## src/rtl/uart_rx.sv

```systemverilog
// uart_rx: 8N1 serial receiver with rdrf handshake,
// framing-error and overrun reporting.
module uart_rx #(
  parameter int BIT_TICKS = 5208,
  parameter int CNT_W     = 13
) (
  input  logic       clk,
  input  logic       clr,
  input  logic       rx,
  input  logic       rdrf_clr,
  output logic [7:0] rx_data,
  output logic       rdrf,
  output logic       ferr,
  output logic       oerr
);

  typedef enum logic [2:0] {
    S_IDLE,
    S_START,
    S_DATA,
    S_STOP,
    S_BRK
  } state_t;

  localparam logic [CNT_W-1:0] HALF_M1 =
    CNT_W'(BIT_TICKS / 2 - 1);
  localparam logic [CNT_W-1:0] FULL_M1 =
    CNT_W'(BIT_TICKS - 1);

  state_t           state_q, state_d;
  logic [CNT_W-1:0] cnt_q, cnt_d;
  logic [3:0]       bitn_q, bitn_d;
  logic [7:0]       shift_q, shift_d;
  logic [7:0]       data_q, data_d;
  logic             rdrf_q, rdrf_d;
  logic             ferr_q, ferr_d;
  logic             oerr_q, oerr_d;
  logic             sync1_q, sync2_q;
  logic             rxs;
  logic             done;

  assign rxs = sync2_q;

  // State register, synchronizer and output flags.
  always_ff @(posedge clk) begin
    if (clr) begin
      state_q <= S_IDLE;
      cnt_q   <= '0;
      bitn_q  <= '0;
      shift_q <= '0;
      data_q  <= '0;
      rdrf_q  <= 1'b0;
      ferr_q  <= 1'b0;
      oerr_q  <= 1'b0;
      sync1_q <= 1'b1;
      sync2_q <= 1'b1;
    end else begin
      state_q <= state_d;
      cnt_q   <= cnt_d;
      bitn_q  <= bitn_d;
      shift_q <= shift_d;
      data_q  <= data_d;
      rdrf_q  <= rdrf_d;
      ferr_q  <= ferr_d;
      oerr_q  <= oerr_d;
      sync1_q <= rx;
      sync2_q <= sync1_q;
    end
  end

  // Bit timing, frame sequencing and rdrf/oerr/ferr updates.
  always_comb begin
    state_d = state_q;
    cnt_d   = cnt_q;
    bitn_d  = bitn_q;
    shift_d = shift_q;
    data_d  = data_q;
    rdrf_d  = rdrf_q;
    ferr_d  = ferr_q;
    oerr_d  = oerr_q;
    done    = 1'b0;

    unique case (state_q)
      S_IDLE: begin
        if (!rxs) begin
          state_d = S_START;
          cnt_d   = '0;
        end
      end
      S_START: begin
        if (cnt_q == HALF_M1) begin
          cnt_d  = '0;
          bitn_d = '0;
          state_d = rxs ? S_IDLE : S_DATA;
        end else begin
          cnt_d = cnt_q + 1'b1;
        end
      end
      S_DATA: begin
        if (cnt_q == FULL_M1) begin
          cnt_d   = '0;
          shift_d = {rxs, shift_q[7:1]};
          bitn_d  = bitn_q + 1'b1;
          if (bitn_q == 4'd7) state_d = S_STOP;
        end else begin
          cnt_d = cnt_q + 1'b1;
        end
      end
      S_STOP: begin
        if (cnt_q == FULL_M1) begin
          cnt_d   = '0;
          done    = 1'b1;
          state_d = rxs ? S_IDLE : S_BRK;
        end else begin
          cnt_d = cnt_q + 1'b1;
        end
      end
      S_BRK: begin
        if (rxs) state_d = S_IDLE;
      end
      default: state_d = S_IDLE;
    endcase

    // Consumer acknowledge; a completing frame overrides it.
    if (rdrf_clr) begin
      rdrf_d = 1'b0;
      oerr_d = 1'b0;
    end
    if (done) begin
      if (!rdrf_q || rdrf_clr) begin
        data_d = shift_q;
        rdrf_d = 1'b1;
        ferr_d = ~rxs;
      end else begin
        oerr_d = 1'b1;
      end
    end
  end

  assign rx_data = data_q;
  assign rdrf    = rdrf_q;
  assign ferr    = ferr_q;
  assign oerr    = oerr_q;

endmodule

```

## config.mk

```make
export PLATFORM = sky130hd
export DESIGN_NAME = uart_rx
export DESIGN_NICKNAME = d
export VERILOG_FILES = /design/src/rtl/uart_rx.sv
export SDC_FILE = /design/constraint.sdc
export NUM_CORES = 1
export LEC_CHECK = 0
export BUFFER_PORTS_ARGS = -buffer_cell sky130_fd_sc_hd__buf_2
export CORE_MARGIN = 2
export CORE_UTILIZATION = 25
export DETAILED_ROUTE_END_ITERATION = 16
export PLACE_DENSITY_LB_ADDON = 0.08
export SYNTH_ARGS = -nofsm -noshare
export SYNTH_HDL_FRONTEND = slang
export SYNTH_SLANG_ARGS = --single-unit
```

## constraint.sdc

```tcl
create_clock -name clk -period 4.3 [get_ports clk]
set_input_delay 0.86 -clock clk [delete_from_list [all_inputs] [get_ports clk]]
set_output_delay 0.86 -clock clk [all_outputs]
set_load 0.01 [all_outputs]
```

==> results of run 1 <==
## registers in the layout, summed over array words and instances, names as in the netlist
name and flops:
bitn_q 4, cnt_q 13, ferr 1, oerr 1, rdrf 1, rx_data 8, rxs 1, shift_q 8
state_q 3, sync1_q 1
## worst max-delay path: stages, from the launching register on
cell     delay (ns)
dfxtp_1        0.39
ha_1           0.24
nor3b_2        0.25
nand4_1        0.24
nor3_2         0.83
mux2i_1        0.27
nor2_1         0.06
## cells by family after synthesis
logic type                 count (synthesis)
AOI/OAI and AO/OA                         28
and+or+nand+nor                          110
DFF                                       41
adders and majority gates                  2
buffers and inverters                     14
muxes                                     19
## final cells by class
cell class / count / area, um^2 / area share
Sequential cell: 41 / 821 / 0.387
Timing Repair Buffer: 14 / 70.1 / 0.0331
Multi-Input combinational cell: 159 / 1010 / 0.475
Clock inverter: 1 / 7.51 / 0.00354
Tap cell: 99 / 124 / 0.0584
Inverter: 2 / 7.51 / 0.00354
Clock buffer: 6 / 82.6 / 0.0390
## per-layer routing
layer,global-route usage,part of all wire
met2,0.156,0.42
met4,0.0379,0.015
met3,0.0299,0.033
met5,0,0
met1,0.144,0.53
## metrics by stage
stage | power, mW | area (um^2) | instances | worst slack [ns] | utilization
finish | 0.713 | 2120 | 322 | 1.89 | 0.291
global route | 0.753 | 2120 | 322 | 1.59 | 0.291
CTS | 0.730 | 2120 | 322 | 1.83 | 0.291
detailed placement | 0.461 | 2030 | 315 | 1.86 | 0.278
global placement | 0.462 | 2030 | 315 | 1.85 | 0.278
floorplan | 0.447 | 1890 | 214 | 2.50 | -
## worst min-delay path by stage
stage	from	endpoint	slack, ns	cells past startpoint
global placement	sync1_q$_SDFF_PP1_	rxs$_SDFF_PP1_	0.42	1
CTS	sync1_q$_SDFF_PP1_	rxs$_SDFF_PP1_	0.42	1
global route	sync1_q$_SDFF_PP1_	rxs$_SDFF_PP1_	0.44	1
detailed placement	sync1_q$_SDFF_PP1_	rxs$_SDFF_PP1_	0.40	1
finish	sync1_q$_SDFF_PP1_	rxs$_SDFF_PP1_	0.42	1
floorplan	sync1_q$_SDFF_PP1_	rxs$_SDFF_PP1_	0.39	1
## power breakdown
group | leakage [nW] | total [mW] | internal, mW | switching [mW]
Clock | 0.0433 | 0.263 | 0.127 | 0.136
Combinational | 0.363 | 0.0580 | 0.0156 | 0.0425
Sequential | 0.331 | 0.392 | 0.385 | 0.00697
## layout by cell type, fill, tap and decap left out, types with 2 or more instances in the layout
cell / count
and3b_1: 2
and4_1: 2
a21o_1: 2
buf_2: 14
nor2b_1: 2
o21ai_0: 2
dfxtp_1: 41
clkbuf_8: 6
a31oi_1: 10
mux2i_1: 18
nor2_1: 35
and2_1: 4
nand3_1: 15
or3b_1: 2
or2_2: 2
nand2_1: 24
nand4_1: 5
a21oi_1: 5
inv_1: 2
ha_1: 2
and3_1: 2
nand3b_1: 3
nor3_1: 2
==> metrics.csv, run 1 <==
stage,metric,value,unit
status,status,finished clean,
sta,fmax,414,MHz
sta,Tmin final,2.41,ns
power_and_ir_drop,Peak VDD IR,0.120,mV
worst_setup_path,cells on worst reg2reg path,6,
synthesis,Syn Std Cell Area,1890,um^2
clocking,Clock Pin Slew Worst Setup and Hold Paths,0.08,ns
floorplanning,Core ar.,7290,um^2
routing,Pre-antenna DRT Iters,4,
worst_setup_path,Crit path required time,4.45,ns
synthesis,Main synth FF type,dfxtp_1,
flow_run,Max-Cap Viols,0,
grt,global-route wire length before repair,7090,um
worst_setup_path,"Max FO, Critical Path",10,
synthesis,"top cells by area, synth","dfxtp_1 (43%), mux2i_1 (9.5%), nor2_1 (7.0%), nand2_1 (4.8%), nand3_1 (4.0%)",
routing,# DRC,0,
grt,initial antenna violation count,0,
synthesis,Syn Nets,220,
synthesis,largest family of logic cells by synthesized area,simple AND/OR/NAND/NOR gates,
sta,Max Slew Vio Count,0,
power_and_ir_drop,P_leak,0.738,nW
grt,vias in the first global route,1446,
synthesis,Synth top cells by count,"dfxtp_1 (41), nor2_1 (35), nand2_1 (24), mux2i_1 (18), nand3_1 (15)",
worst_setup_path,CP endpoint,rx_data[0]$_SDFFE_PP0P_,
floorplanning,Site Rows,31,
synthesis,register area share after synthesis,0.434,
routing,via/cell ratio,4.61,
clocking,CTS Buffer Depth,2,
layout,n_diodes,0,
synthesis,Syn Area/Cell,8.83,um^2
layout,proportion of layout cells with a drive suffix above 1,0.139,
synthesis,Yosys Warn Count,0,
hold_path,Worst Hold Class,reg2reg,
synthesis,"EDFF count, synth",0,
worst_setup_path,Setup crit start,cnt_q[0]$_SDFFE_PP0P_,
sta,Setup TNS Final,0,ns
routing,vias,1486,
worst_setup_path,CP arrival,2.57,ns
layout,fillers,819,
worst_setup_path,Crit Path Class,reg2reg,
routing,Avg WL per Cell,12.5,um
synthesis,"FFs w/ async S/R, synth",0,
synthesis,XOR/XNOR share of the synthesized area,0,
worst_setup_path,CP Capture Type,flip-flop,
sta,Worst Tran Pin Value,0.944,ns
worst_setup_path,worst r2r src,cnt_q[0]$_SDFFE_PP0P_,
floorplanning,die width,90.9,um
placed_design,GPL Wtd Cong,0.681,
clocking,Clock Tree Root,clkbuf_8,
sta,worst hold slack,0.417,ns
clocking,CTS Hold Bufs,0,
synthesis,fraction of synthesized area in multiplexers,0.101,
synthesis,synthesized-area fraction occupied by adder cells,0.0132,
clocking,clk_lat worst skew,0.30,ns
synthesis,Post-Synth Simple-Gate Area,0.305,
clocking,Resized cells post-CTS,0,
floorplanning,Initial Utilization,0.259,
clocking,CTS tree,built,
sta,crit share post-route,0.561,
synthesis,Cells after Synth,214,
sta,RSZ-0062 raised after global routing,no,
worst_setup_path,FF-to-FF End,rx_data[0]$_SDFFE_PP0P_,
grt,gr usage total,0.105,
grt,total grt overflow,0,
worst_setup_path,Critical Path Source Type,flip-flop,
floorplanning,io pins,15,
synthesis,"area leader, netlist",dfxtp_1,
floorplanning,Chip Height,90.9,um
synthesis,"Distinct cells, synth",44,
worst_setup_path,R2R Setup Slk,1.89,ns
routing,Post-Route WL,4020,um
synthesis,"FF+latch count, synth",41,
routing,starting DRC count in detailed routing,76,
sta,# setup viols final,0,
layout,nets,229,
floorplanning,area of the die,8270,um^2
synthesis,compound-gate portion of the synthesized area,0.111,
clocking,Num CTS Buffers,5,
synthesis,top-count cell post-synth,dfxtp_1,
placed_design,I/O Buffers,14,
sta,Max-slew headroom,0.367,
power_and_ir_drop,PwrDens,336,nW/um^2
clocking,CTS H-Tree Depth,2,
layout,Area Overhead vs Synth,12.2,%
clocking,# clock sinks,41,
sta,final hold viol count,0,
clocking,Post-CTS Setup Bufs,0,
placed_design,DP Wirelength,2650,um
sta,Post-Route Skew,0.00739,ns
routing,post-route ant nets,0,
synthesis,Yosys top cell area share,0.434,
grt,pin count of the biggest net entering global routing,42,
Note: power is estimated with default switching activity, not from simulation.
==> run 2: changes to the inputs <==
--- a/config.mk
+++ b/config.mk
@@ -5,6 +5,7 @@
 export SDC_FILE = /design/constraint.sdc
 export NUM_CORES = 1
 export LEC_CHECK = 0
+export ABC_AREA = 1
 export BUFFER_PORTS_ARGS = -buffer_cell sky130_fd_sc_hd__buf_2
 export CORE_MARGIN = 2
 export CORE_UTILIZATION = 25
==> constraint.sdc (replaced) <==
create_clock -name clk -period 2.11 [get_ports clk]
set_input_delay 0.422 -clock clk [delete_from_list [all_inputs] [get_ports clk]]
set_output_delay 0.422 -clock clk [all_outputs]
set_load 0.01 [all_outputs]
==> run 2 against run 1 <==
Against the previous run:
- worst hold slack got worse by 0.11 ns
- critical path type unchanged
- critical endpoint is now bitn_q[1]$_SDFFE_PP0P_
- clock-buffer cell count decreased by 1
- sequential cell count unchanged
- highest routed layer unchanged
- synthesized area increased by 7.9%
==> metrics.csv, run 2 <==
stage,metric,value,unit
worst_setup_path,Crit Path Class,reg2reg,
status,status,finished clean,
sta,Post-Route Skew,0.0119,ns
layout,n_diodes,0,
grt,initial antenna violation count,0,
synthesis,"FF+latch count, synth",41,
grt,total grt overflow,0,
worst_setup_path,CP arrival,1.99,ns
routing,Post-Route WL,4670,um
sta,crit share post-route,0.830,
grt,grt met3 use,0.0249,
layout,max FFs per register,13,
clocking,CTS Buffer Depth,2,
placed_design,placed cells,407,
routing,via/cell ratio,4.33,
placed_design,DP Wirelength,3470,um
worst_setup_path,cells along the critical path,"ha_1, nand2_1, inv_1, nand2_1, nor2_1, nand3_4, nand2_2, nand2_2, nand2_1, nand2_1, nor2_1",
routing,post-route ant nets,0,
clocking,CTS tree,built,
synthesis,Synth top cells by count,"nand2_1 (72), inv_1 (44), dfxtp_1 (41), nor2_1 (39), a21oi_1 (23)",
synthesis,Cells after Synth,294,
clocking,Clock Tree Root,clkbuf_8,
worst_setup_path,"Max FO, Critical Path",17,
routing,Pre-antenna DRT Iters,4,
grt,met1 Usage GRT,0.160,
floorplanning,io pins,15,
synthesis,"top cells by area, synth","dfxtp_1 (40%), nand2_1 (13%), inv_1 (8.1%), nor2_1 (7.2%), a21oi_1 (5.6%)",
sta,# setup viols final,0,
worst_setup_path,Critical Path Stages,11,
layout,nets,318,
clocking,# clock sinks,41,
layout,Non-Filler Instances,414,
grt,vias in the first global route,1696,
clocking,Num CTS Buffers,5,
sta,fmax,571,MHz
clocking,clk_lat worst skew,0.29,ns
worst_setup_path,Setup crit start,cnt_q[0]$_SDFFE_PP0P_,
worst_setup_path,Critical Path Source Type,flip-flop,
grt,GR peak layer,met2,
power_and_ir_drop,PwrDens,931,nW/um^2
sta,Max Slew Vio Count,0,
synthesis,Syn Std Cell Area,2040,um^2
routing,Avg WL per Cell,11.3,um
synthesis,"Distinct cells, synth",27,
worst_setup_path,CP max stage cell,dfxtp_1,
synthesis,Syn Nets,300,
sta,Max-slew headroom,0.736,
sta,Tmin final,1.75,ns
hold_path,min-delay src,rx,
layout,"most common cell after layout, fill and taps aside",nand2_1,
worst_setup_path,crit-path leading delay family,simple AND/OR/NAND/NOR gates,
layout,most frequent cells in the layout,"nand2_1 (72), inv_1 (44), dfxtp_1 (41)",
routing,vias,1793,
placed_design,GPL Wtd Cong,0.738,
sta,Worst Tran Pin Value,0.395,ns
worst_setup_path,worst r2r src,cnt_q[0]$_SDFFE_PP0P_,
clocking,CTS H-Tree Depth,2,
worst_setup_path,crit path buf inv count,1,
hold_path,Worst Hold Class,in2reg,
routing,# DRC,0,
synthesis,"EDFF count, synth",0,
sta,worst hold slack,0.312,ns
synthesis,"FFs w/ async S/R, synth",0,
worst_setup_path,R2R Setup Slk,0.36,ns
worst_setup_path,CP Capture Type,flip-flop,
worst_setup_path,"slowest stage delay, CP",0.37,ns
grt,grt met2 use,0.183,
synthesis,top-count cell post-synth,nand2_1,
synthesis,Main synth FF type,dfxtp_1,
synthesis,Yosys top cell area share,0.402,
grt,gr usage total,0.117,
routing,starting DRC count in detailed routing,105,
sta,final hold viol count,0,
sta,RSZ-0062 raised after global routing,no,
layout,proportion of layout cells with a drive suffix above 1,0.163,
synthesis,Syn Area/Cell,6.94,um^2
synthesis,register area share after synthesis,0.402,
worst_setup_path,cell mode on critical path,nand2_1,
synthesis,Yosys Warn Count,0,
layout,fillers,908,
synthesis,"area leader, netlist",dfxtp_1,
floorplanning,Chip Height,94.3,um
clocking,CTS Hold Bufs,0,
placed_design,I/O Buffers,14,
power_and_ir_drop,Peak VDD IR,0.315,mV
floorplanning,Initial Utilization,0.261,
clocking,Post-CTS Setup Bufs,0,
worst_setup_path,cells on worst reg2reg path,11,
layout,Biggest register,cnt_q,
worst_setup_path,CP endpoint,bitn_q[1]$_SDFFE_PP0P_,
floorplanning,Site Rows,32,
sta,Setup TNS Final,0,ns
floorplanning,area of the die,8900,um^2
floorplanning,die width,94.3,um
clocking,Resized cells post-CTS,0,
worst_setup_path,Crit path required time,2.35,ns
grt,global-route wire length before repair,8160,um
floorplanning,Core ar.,7810,um^2
grt,pin count of the biggest net entering global routing,20,
clocking,Clock Pin Slew Worst Setup and Hold Paths,0.08,ns
flow_run,Max-Cap Viols,0,
power_and_ir_drop,P_leak,1.00,nW
layout,Area Overhead vs Synth,14.0,%
worst_setup_path,FF-to-FF End,bitn_q[1]$_SDFFE_PP0P_,
==> run 2: cell types whose count changed after synthesis, moves of 3 or more <==
cell | previous run | this run
inv_1 | 2 | 44
nand3_1 | 15 | 18
nor2_1 | 35 | 39
nand2_2 | 0 | 7
mux2i_1 | 18 | 0
xor2_1 | 0 | 5
a21oi_1 | 5 | 23
inv_2 | 0 | 5
nand2_1 | 24 | 72
buf_2 | 4 | 0
a31oi_1 | 10 | 1
a211oi_2 | 0 | 7
and2_1 | 4 | 0
==> run 2: where the power goes <==
group	switching (mW)	leakage [nW]	internal, mW	total [mW]
clock	0.274	0.0540	0.344	0.619
combinational	0.483	0.615	0.185	0.669
sequential	0.0542	0.332	0.823	0.878
total	0.812	1.00	1.35	2.17
==> run 2: routing by layer <==
metal / part of all wire / wire length [um]
met1: 0.51 / 2390
met2: 0.44 / 2050
met3: 0.034 / 157
met4: 0.015 / 68
met5: 0 / 0
==> run 2: worst register-to-register path: cells and delay by family (launching register included) <==
family / cells / cell delay (ns)
adders and majority gates: 1 / 0.20
and+or+nand+nor: 9 / 1.06
DFF: 1 / 0.37
buffers and inverters: 1 / 0.09
==> run 2: kinds of logic (layout without fill, tap and decap cells) <==
family | after synthesis | after routing | share of synthesized area
AND/OR/NAND/NOR | 155 | 155 | 0.341
adder cells (fa/ha/maj) | 2 | 2 | 0.0123
buffers and inverters | 55 | 73 | 0.107
AO/OA/AOI/OAI | 36 | 36 | 0.116
flip-flops | 41 | 41 | 0.402
XOR/XNOR | 5 | 5 | 0.0215
==> run 2: layout make-up <==
type	instances	area (um^2)	area share
sequential	41	821	0.353
inverter	50	188	0.0807
timing repair buffer	16	85.1	0.0366
clock inverter	2	35.0	0.0151
clock buffer	5	68.8	0.0296
multi-input combinational	198	1000	0.430
tap	102	128	0.0549
==> run 2: how the worst min path moves through the flow <==
stage,slack (ns),to,depth (start not counted)
2_1_floorplan,0.39,rxs$_SDFF_PP1_,1
3_3_place_gp,0.40,rxs$_SDFF_PP1_,1
3_5_place_dp,0.40,rxs$_SDFF_PP1_,1
4_1_cts,0.30,sync1_q$_SDFF_PP1_,2
5_1_grt,0.30,sync1_q$_SDFF_PP1_,2
6_report,0.31,sync1_q$_SDFF_PP1_,2
==> run 2: metrics by stage <==
step / utilization / total power, mW / instance area, um^2 / setup WS [ns]
after floorplan: - / 1.40 / 2040 / 0.639
after global placement: 0.285 / 1.58 / 2220 / 0.344
after detailed placement: 0.285 / 1.58 / 2220 / 0.333
after CTS: 0.298 / 2.21 / 2330 / 0.312
after global routing: 0.298 / 2.35 / 2330 / 0.115
final: 0.298 / 2.17 / 2330 / 0.358
